[config.mk]
export PLATFORM = sky130hd
export DESIGN_NAME = jtag_tap
export DESIGN_NICKNAME = d
export VERILOG_FILES = /design/src/rtl/jtag_tap.sv
export SDC_FILE = /design/constraint.sdc
export NUM_CORES = 1
export LEC_CHECK = 0
export BUFFER_PORTS_ARGS = -buffer_cell sky130_fd_sc_hd__buf_2
export CORE_MARGIN = 1
export CORE_UTILIZATION = 60
export DETAILED_ROUTE_END_ITERATION = 10
export GPL_TIMING_DRIVEN = 0
export HOLD_SLACK_MARGIN = 0.1
export PLACE_DENSITY = 0.91
export SLEW_MARGIN = 5
export SYNTH_ARGS = -nofsm -noshare
export SYNTH_HDL_FRONTEND = slang
export SYNTH_SLANG_ARGS = --single-unit
[constraint.sdc]
create_clock -name tck -period 3.3 [get_ports tck]
set_input_delay 0.495 -clock tck [delete_from_list [all_inputs] [get_ports tck]]
set_output_delay 0.495 -clock tck [all_outputs]
set_load 0.02 [all_outputs]
[src/rtl/jtag_tap.sv]
// IEEE 1149.1-style TAP controller: IR, BYPASS, IDCODE and an optional user DR, all in the tck domain.
// Define JTAG_TAP_USER_DR_EN to enable the user DR and its USER instruction.
module jtag_tap #(
  parameter int unsigned IR_WIDTH      = 4,
  parameter logic [31:0] IDCODE_VALUE  = 32'h000FAF01,
  parameter int unsigned USER_DR_WIDTH = 8,
  parameter logic [31:0] USER_OPCODE   = 32'h0000000A
) (
  input  logic                     tck,
  input  logic                     trst,
  input  logic                     tms,
  input  logic                     tdi,
  output logic                     tdo,
  output logic                     tdo_en,
  output logic [3:0]               tap_state,
  output logic [IR_WIDTH-1:0]      ir_value,
  input  logic [USER_DR_WIDTH-1:0] user_capture_data,
  output logic [USER_DR_WIDTH-1:0] user_update_data,
  output logic                     user_update_strobe
);

  typedef enum logic [3:0] {
    TEST_LOGIC_RESET = 4'd0,  RUN_TEST_IDLE = 4'd1,  SELECT_DR = 4'd2,  SELECT_IR = 4'd3,
    CAPTURE_DR       = 4'd4,  CAPTURE_IR    = 4'd5,  SHIFT_DR  = 4'd6,  SHIFT_IR  = 4'd7,
    EXIT1_DR         = 4'd8,  EXIT1_IR      = 4'd9,  PAUSE_DR  = 4'd10, PAUSE_IR  = 4'd11,
    EXIT2_DR         = 4'd12, EXIT2_IR      = 4'd13, UPDATE_DR = 4'd14, UPDATE_IR = 4'd15
  } state_t;

  localparam logic [IR_WIDTH-1:0] IR_CAPTURE = IR_WIDTH'(1);
  localparam logic [IR_WIDTH-1:0] IDCODE_OP  = {{(IR_WIDTH-1){1'b1}}, 1'b0};

  state_t                state;
  logic [IR_WIDTH-1:0]   ir_shift;
  logic                  bypass_reg;
  logic [31:0]           id_shift;
  logic                  sel_id;
  logic                  sel_user;
  logic                  user_lsb;

  function automatic state_t next_state(input state_t s, input logic m);
    case (s)
      TEST_LOGIC_RESET: next_state = m ? TEST_LOGIC_RESET : RUN_TEST_IDLE;
      RUN_TEST_IDLE:    next_state = m ? SELECT_DR : RUN_TEST_IDLE;
      SELECT_DR:        next_state = m ? SELECT_IR : CAPTURE_DR;
      SELECT_IR:        next_state = m ? TEST_LOGIC_RESET : CAPTURE_IR;
      CAPTURE_DR:       next_state = m ? EXIT1_DR : SHIFT_DR;
      CAPTURE_IR:       next_state = m ? EXIT1_IR : SHIFT_IR;
      SHIFT_DR:         next_state = m ? EXIT1_DR : SHIFT_DR;
      SHIFT_IR:         next_state = m ? EXIT1_IR : SHIFT_IR;
      EXIT1_DR:         next_state = m ? UPDATE_DR : PAUSE_DR;
      EXIT1_IR:         next_state = m ? UPDATE_IR : PAUSE_IR;
      PAUSE_DR:         next_state = m ? EXIT2_DR : PAUSE_DR;
      PAUSE_IR:         next_state = m ? EXIT2_IR : PAUSE_IR;
      EXIT2_DR:         next_state = m ? UPDATE_DR : SHIFT_DR;
      EXIT2_IR:         next_state = m ? UPDATE_IR : SHIFT_IR;
      UPDATE_DR:        next_state = m ? SELECT_DR : RUN_TEST_IDLE;
      UPDATE_IR:        next_state = m ? SELECT_DR : RUN_TEST_IDLE;
      default:          next_state = TEST_LOGIC_RESET;
    endcase
  endfunction

  assign sel_id = (ir_value == IDCODE_OP);

  always_ff @(posedge tck) begin
    if (trst) begin
      state      <= TEST_LOGIC_RESET;
      ir_value   <= IDCODE_OP;
      ir_shift   <= '0;
      bypass_reg <= 1'b0;
      id_shift   <= '0;
    end else begin
      state <= next_state(state, tms);
      case (state)
        CAPTURE_IR: ir_shift <= IR_CAPTURE;
        SHIFT_IR:   ir_shift <= {tdi, ir_shift[IR_WIDTH-1:1]};
        UPDATE_IR:  ir_value <= ir_shift;
        CAPTURE_DR: begin
          bypass_reg <= 1'b0;
          if (sel_id) id_shift <= IDCODE_VALUE;
        end
        SHIFT_DR: begin
          bypass_reg <= tdi;
          if (sel_id) id_shift <= {tdi, id_shift[31:1]};
        end
        default: ;
      endcase
      // Any path into TestLogicReset restores the IDCODE instruction on arrival.
      if (next_state(state, tms) == TEST_LOGIC_RESET) ir_value <= IDCODE_OP;
    end
  end

`ifdef JTAG_TAP_USER_DR_EN
  localparam logic [IR_WIDTH-1:0] USER_OP = IR_WIDTH'(USER_OPCODE);

  logic [USER_DR_WIDTH-1:0] user_shift;
  logic [USER_DR_WIDTH:0]   user_cat;
  logic [USER_DR_WIDTH-1:0] user_data;
  logic                     user_strobe;

  // All-ones and IDCODE keep priority should USER_OPCODE collide with them.
  assign sel_user = (ir_value == USER_OP) && !sel_id && !(&ir_value);
  assign user_cat = {tdi, user_shift};
  assign user_lsb = user_shift[0];

  always_ff @(posedge tck) begin
    if (trst) begin
      user_shift  <= '0;
      user_data   <= '0;
      user_strobe <= 1'b0;
    end else begin
      user_strobe <= 1'b0;
      if (sel_user) begin
        case (state)
          CAPTURE_DR: user_shift <= user_capture_data;
          SHIFT_DR:   user_shift <= user_cat[USER_DR_WIDTH:1];
          UPDATE_DR: begin
            user_data   <= user_shift;
            user_strobe <= 1'b1;
          end
          default: ;
        endcase
      end
    end
  end

  assign user_update_data   = user_data;
  assign user_update_strobe = user_strobe;
`else
  logic unused_capture;

  assign unused_capture     = ^user_capture_data;
  assign sel_user           = 1'b0;
  assign user_lsb           = 1'b0;
  assign user_update_data   = '0;
  assign user_update_strobe = 1'b0;
`endif

  // tdo depends only on the state register and shift registers, never on tdi/tms.
  always_comb begin
    tdo = 1'b0;
    case (state)
      SHIFT_IR: tdo = ir_shift[0];
      SHIFT_DR: tdo = sel_user ? user_lsb : (sel_id ? id_shift[0] : bypass_reg);
      default:  ;
    endcase
  end

  assign tdo_en    = (state == SHIFT_DR) || (state == SHIFT_IR);
  assign tap_state = state;

endmodule

==> out/results.ini, run 1 <==
[power_and_ir_drop]
power_frac_clock=0.257
p_int_uw=724
p_comb_frac=0.177
p_leak_uw=0.000792
switching_share=0.289
p_seq_frac=0.566
switchingPower_uw=294
irDropWorstVdd_mv=0.330
p_per_area_nw_per_um2=446

[detailed_routing]
drt_pre_antenna_iters=4
drc=0
drt_iter0_markers=147
via_count=1824
wirelength_microns=4300
ant_nets=0
wl_per_cell_microns=13.7
vias_per_cell=5.83

[setup_path]
critPathLaunch=ir_value[3]$_SDFFE_PP1N_
arrival_ns=1.93
reg2reg_slack_ns=1.76
crit_fanout=10
reg2reg_from=tap_state[1]$_SDFF_PP0_
crit_path_start_kind=register
critPathCaptureType=primary output
crit_type=register to primary output
required_ns=2.80

[cells_and_area]
antennaDiodeCount=0
synthToLayoutAreaGrowth_pct=9.74
nNetsFinal=279
drive_above_1_share=0.191
regMostFlops=id_shift
fin_cells=313
largest_reg_flops=32
fillers=300
final_core_util=0.684

[placement]
placement.setup.worst_slack_ns=1.26
place.gp.congestion=0.842
place_inst=306
dp_hpwl_microns=3020
port_buffers=12

[floorplanning]
core_sq_um=3340
ioPinCount=31
initial_core_util=0.624
rows=21
fp.dieW_microns=60.9
die_h_microns=60.9
dieArea_sq_um=3710

[global_route]
grt_pass1_vias=1592
antenna_found_initial=0
grt_pass1_wl_microns=7040
overflow=0
grt_use_total=0.263
grt_max_degree=13

[sta]
finalHoldViolCount=0
setup_tns_ns=0
fin_worst_skew_ns=0.00933
post-route-period-util=0.735
setup_violations=0
slew_headroom=0.584
fin_crit_ns=2.42
setup_ws_ns=0.875
finalMaxSlewViolations=0
tightest_slew_ns=0.624
rsz0062_at_grt=false
fmax_mhz=412

[clocking]
clockBufferDepth=2
holdBufCountCts=0
postCtsSetupBuffers=0
cts_tree=done
root_buffer=clkbuf_4
htree_num_levels=2
clk_latency_ns=0.35
ctsResizeCount=0
cts_made_buffers=5
cts.sinks=45
path_clk_slew_ns=0.11

[synth]
synth.area.top_cells=dfxtp_1 43%, a21oi_1 8.9%, nand4_1 6.6%, a311oi_2 5.8%, o21ai_0 5.3%
avgSynthCellArea_sq_um=8.67
synth_top_area_frac=0.433
ys_seq_elements=45
synth.cell_area_sq_um=2080
ys_seq_area_frac=0.433
yosys_warnings=0
synth_cells=240
ys_types=37
synth_largest_area_cell=dfxtp_1

[hold_path]
hp-class=input pin to register
hp-start=tdi

[outcome]
run_status=finished clean

[flow_run]
maxCapViolations=0

final timing paths:
| check | endpoint | depth (start not counted) |
|---|---|---|
| max | tdo | 6 |
| min reg2reg | id_shift[22]$_SDFFE_PP0P_ | 2 |
| min | bypass_reg$_SDFFE_PP0P_ | 3 |
| max reg2reg | ir_shift[1]$_SDFFE_PP0P_ | 4 |
power groups by stage:
stage          clock [uW]  combinational [uW]  sequential [uW]
3_3_place_gp            0                 173              588
3_5_place_dp            0                 178              588
2_1_floorplan           0                 134              592
5_1_grt               294                 195              579
4_1_cts               270                 178              576
6_report              262                 180              576
cells by family (layout without fill, tap and decap cells):
family / count (synthesis) / count (layout) / synth area share
compound gates: 83 / 83 / 0.257
simple gates: 59 / 59 / 0.174
buf+inv: 48 / 67 / 0.115
mux: 3 / 3 / 0.0144
xor+xnor: 1 / 1 / 0.00421
flops: 45 / 45 / 0.433
other cells: 1 / 9 / 0.00180
synth_stat cells, drive strengths merged:
cell / n
inv: 13
a211oi: 1
nor2: 5
mux2i: 3
a41oi: 1
clkbuf: 14
nor3b: 2
nand3: 4
and4b: 1
a21bo: 1
nor4bb: 1
o21ai: 23
nand4b: 2
buf: 21
nor2b: 3
or3b: 1
a31oi: 5
or3: 1
a311oi: 12
nand3b: 1
o211ai: 2
xnor2: 1
dfxtp: 45
nand2: 13
and3b: 3
conb: 1
a21oi: 37
o21bai: 1
nand4: 22
routing by layer:
layer	global-route usage	wire [microns]	vias to the layer above
li1	-	-	909
met1	0.328	1960	849
met2	0.424	2040	60
met3	0.0640	212	6
met4	0.136	82	0
met5	0	0	-
through the flow:
| stage | power [uW] | hold slack [ns] | area (sq um) |
|---|---|---|---|
| 6_report | 1020 | 0.439 | 2280 |
| 4_1_cts | 1020 | 0.421 | 2280 |
| 3_5_place_dp | 767 | 0.461 | 2230 |
| 3_3_place_gp | 761 | 0.445 | 2230 |
| 2_1_floorplan | 726 | 0.432 | 2110 |
| 5_1_grt | 1070 | 0.410 | 2280 |
critical path: stages (launching register included):
cell and delay, ns:
dfxtp_1 0.39, and4b_1 0.21, clkbuf_1 0.24, buf_2 0.27
nand2_1 0.09, a31oi_1 0.19, buf_2 0.19
final cells by class:
type | instances | area, sq um | share of cell area
Multi-Input combinational cell | 155 | 970 | 0.425
Sequential cell | 45 | 901 | 0.395
Buffer | 35 | 191 | 0.0838
Timing Repair Buffer | 12 | 60.1 | 0.0263
Tap cell | 46 | 57.6 | 0.0252
Clock buffer | 7 | 55.1 | 0.0241
Inverter | 13 | 48.8 | 0.0214
placed cells by master, fill, tap and decap left out, drive strengths merged:
cell type / n
nand3: 4
o21ai: 23
mux2i: 3
a211oi: 1
nor4bb: 1
nand3b: 1
nand4: 22
dfxtp: 45
or3: 1
inv: 13
xnor2: 1
and4b: 1
o21bai: 1
a31oi: 5
nor2: 5
a311oi: 12
a41oi: 1
nand4b: 2
and3b: 3
nor3b: 2
nand2: 13
o211ai: 2
or3b: 1
buf: 33
a21bo: 1
nor2b: 3
a21oi: 37
conb: 9
clkbuf: 21
Note: power is estimated with default switching activity, not from simulation.
==> run 2: changes to the inputs <==
--- a/config.mk
+++ b/config.mk
@@ -7,11 +7,11 @@
 export LEC_CHECK = 0
 export BUFFER_PORTS_ARGS = -buffer_cell sky130_fd_sc_hd__buf_2
 export CORE_MARGIN = 1
-export CORE_UTILIZATION = 60
+export CORE_UTILIZATION = 56
 export DETAILED_ROUTE_END_ITERATION = 10
 export GPL_TIMING_DRIVEN = 0
 export HOLD_SLACK_MARGIN = 0.1
-export PLACE_DENSITY = 0.91
+export PLACE_DENSITY = 0.87
 export SLEW_MARGIN = 5
 export SYNTH_ARGS = -nofsm -noshare
 export SYNTH_HDL_FRONTEND = slang
==> constraint.sdc (replaced) <==
create_clock -name tck -period 2.3 [get_ports tck]
set_input_delay 0.345 -clock tck [delete_from_list [all_inputs] [get_ports tck]]
set_output_delay 0.345 -clock tck [all_outputs]
set_load 0.02 [all_outputs]
==> out/results.ini, run 2 (synthesis gave the netlist of run 1 again) <==
[detailed_routing]
wl_met3_microns=164
wl_met1_microns=2030
wirelength_microns=4440
drc=0
wl_per_cell_microns=14.2
vias_per_cell=5.78
drt_iter0_markers=120
via_count=1810
top_layer=met4
drt_pre_antenna_iters=4
met2_length_microns=2180
ant_nets=0

[clocking]
ctsResizeCount=0
postCtsSetupBuffers=0
clockBufferDepth=2
cts_tree=done
root_buffer=clkbuf_8
cts.sinks=45
cts_made_buffers=5
holdBufCountCts=0
path_clk_slew_ns=0.08
htree_num_levels=2
clk_latency_ns=0.30

[hold_path]
hp-class=input pin to register
hold_path_depth=3
holdPathEnd=ir_shift[3]$_SDFFE_PP0P_
hp-start=tdi

[placement]
placed_area_sq_um=2230
place.gp.congestion=0.780
port_buffers=12
dp_hpwl_microns=3040

[cells_and_area]
synthToLayoutAreaGrowth_pct=12.2
final_cell_mix=45 x dfxtp_1, 37 x a21oi_1, 22 x o21ai_0, 22 x nand4_1, 18 x buf_2
regMostFlops=id_shift
final_common_cell=dfxtp_1
drive_above_1_share=0.195
nNetsFinal=279
stdcell_area_sq_um=2330
antennaDiodeCount=0
fillers=289
largest_reg_flops=32

[setup_path]
crit_fanout=10
rr_worst_depth=4
crit_path_start_kind=register
crit_type=register to primary output
worstReg2RegEnd=id_shift[3]$_SDFFE_PP0P_
required_ns=1.96
reg2reg_from=tap_state[2]$_SDFF_PP0_
reg2reg_slack_ns=0.78
critPathCaptureType=primary output
arrival_ns=1.84

[sta]
fmax_mhz=457
finalMaxSlewViolations=0
rsz0062_at_grt=false
slew_headroom=0.580
finalHoldViolCount=0
tightest_slew_ns=0.630
setup_tns_ns=0
fin_worst_skew_ns=0.00793
hold_ws_ns=0.355
post-route-period-util=0.952
setup_violations=0
fin_crit_ns=2.19

[floorplanning]
fp.dieW_microns=63.0
ioPinCount=31
rows=21
dieArea_sq_um=3960
core_sq_um=3440
die_h_microns=63.0
initial_core_util=0.605

[global_route]
grt_pass1_wl_microns=7630
overflow=0
grt_pass1_vias=1724
grt_use_total=0.241
grt_max_degree=14
antenna_found_initial=0

[outcome]
run_status=finished clean

[power_and_ir_drop]
irDropWorstVdd_mv=0.434
p_leak_uw=0.000817
p_per_area_nw_per_um2=711

[flow_run]
maxCapViolations=0

==> run 2: how the worst max path moves through the flow <==
stage | cells after the start | startpoint | slack (ns) | end
floorplan | 4 | tap_state[2]$_SDFF_PP0_ | 0.42 | tdo
global placement | 6 | ir_value[0]$_SDFFE_PP0N_ | 0.49 | tdo
detailed placement | 6 | ir_value[1]$_SDFFE_PP1N_ | 0.48 | tdo
CTS | 6 | ir_value[1]$_SDFFE_PP1N_ | 0.09 | tdo
global route | 6 | ir_value[1]$_SDFFE_PP1N_ | 0.01 | tdo
finish | 6 | ir_value[1]$_SDFFE_PP1N_ | 0.11 | tdo
==> run 2: area by class of cell <==
cell class                      instances  area, sq um  area share
Clock buffer                            5         68.8      0.0295
Timing Repair Buffer                   12         60.1      0.0257
Multi-Input combinational cell        155          970       0.415
Inverter                               13         48.8      0.0209
Sequential cell                        45          901       0.386
Tap cell                               46         57.6      0.0247
Buffer                                 35          194      0.0831
Clock inverter                          2         35.0      0.0150
==> run 2: report_power, final <==
part           internal [uW]  switching [uW]
clock                    316             257
sequential               803            23.1
combinational           90.2             170
total                   1210             450
==> run 2: critical path, cell delays in order (launching register included) <==
cell,delay (ns)
dfxtp_1,0.39
and4b_1,0.19
clkbuf_1,0.22
clkbuf_4,0.26
nand2_1,0.07
a31oi_1,0.20
buf_2,0.20
==> run 2: stage by stage <==
stage               power (uW)   util  setup slack (ns)  std cells
floorplan                 1040      -             0.417        248
global placement          1090  0.647             0.491        306
detailed placement        1100  0.647             0.483        306
CTS                       1660  0.678            0.0852        313
global route              1740  0.678            0.0140        313
finish                    1660  0.678             0.111        313
==> run 2: per-layer routing <==
metal | vias to the layer above | global-route usage
li1 | 910 | -
met1 | 842 | 0.296
met2 | 47 | 0.413
met3 | 11 | 0.0620
met4 | 0 | 0.0640
met5 | - | 0
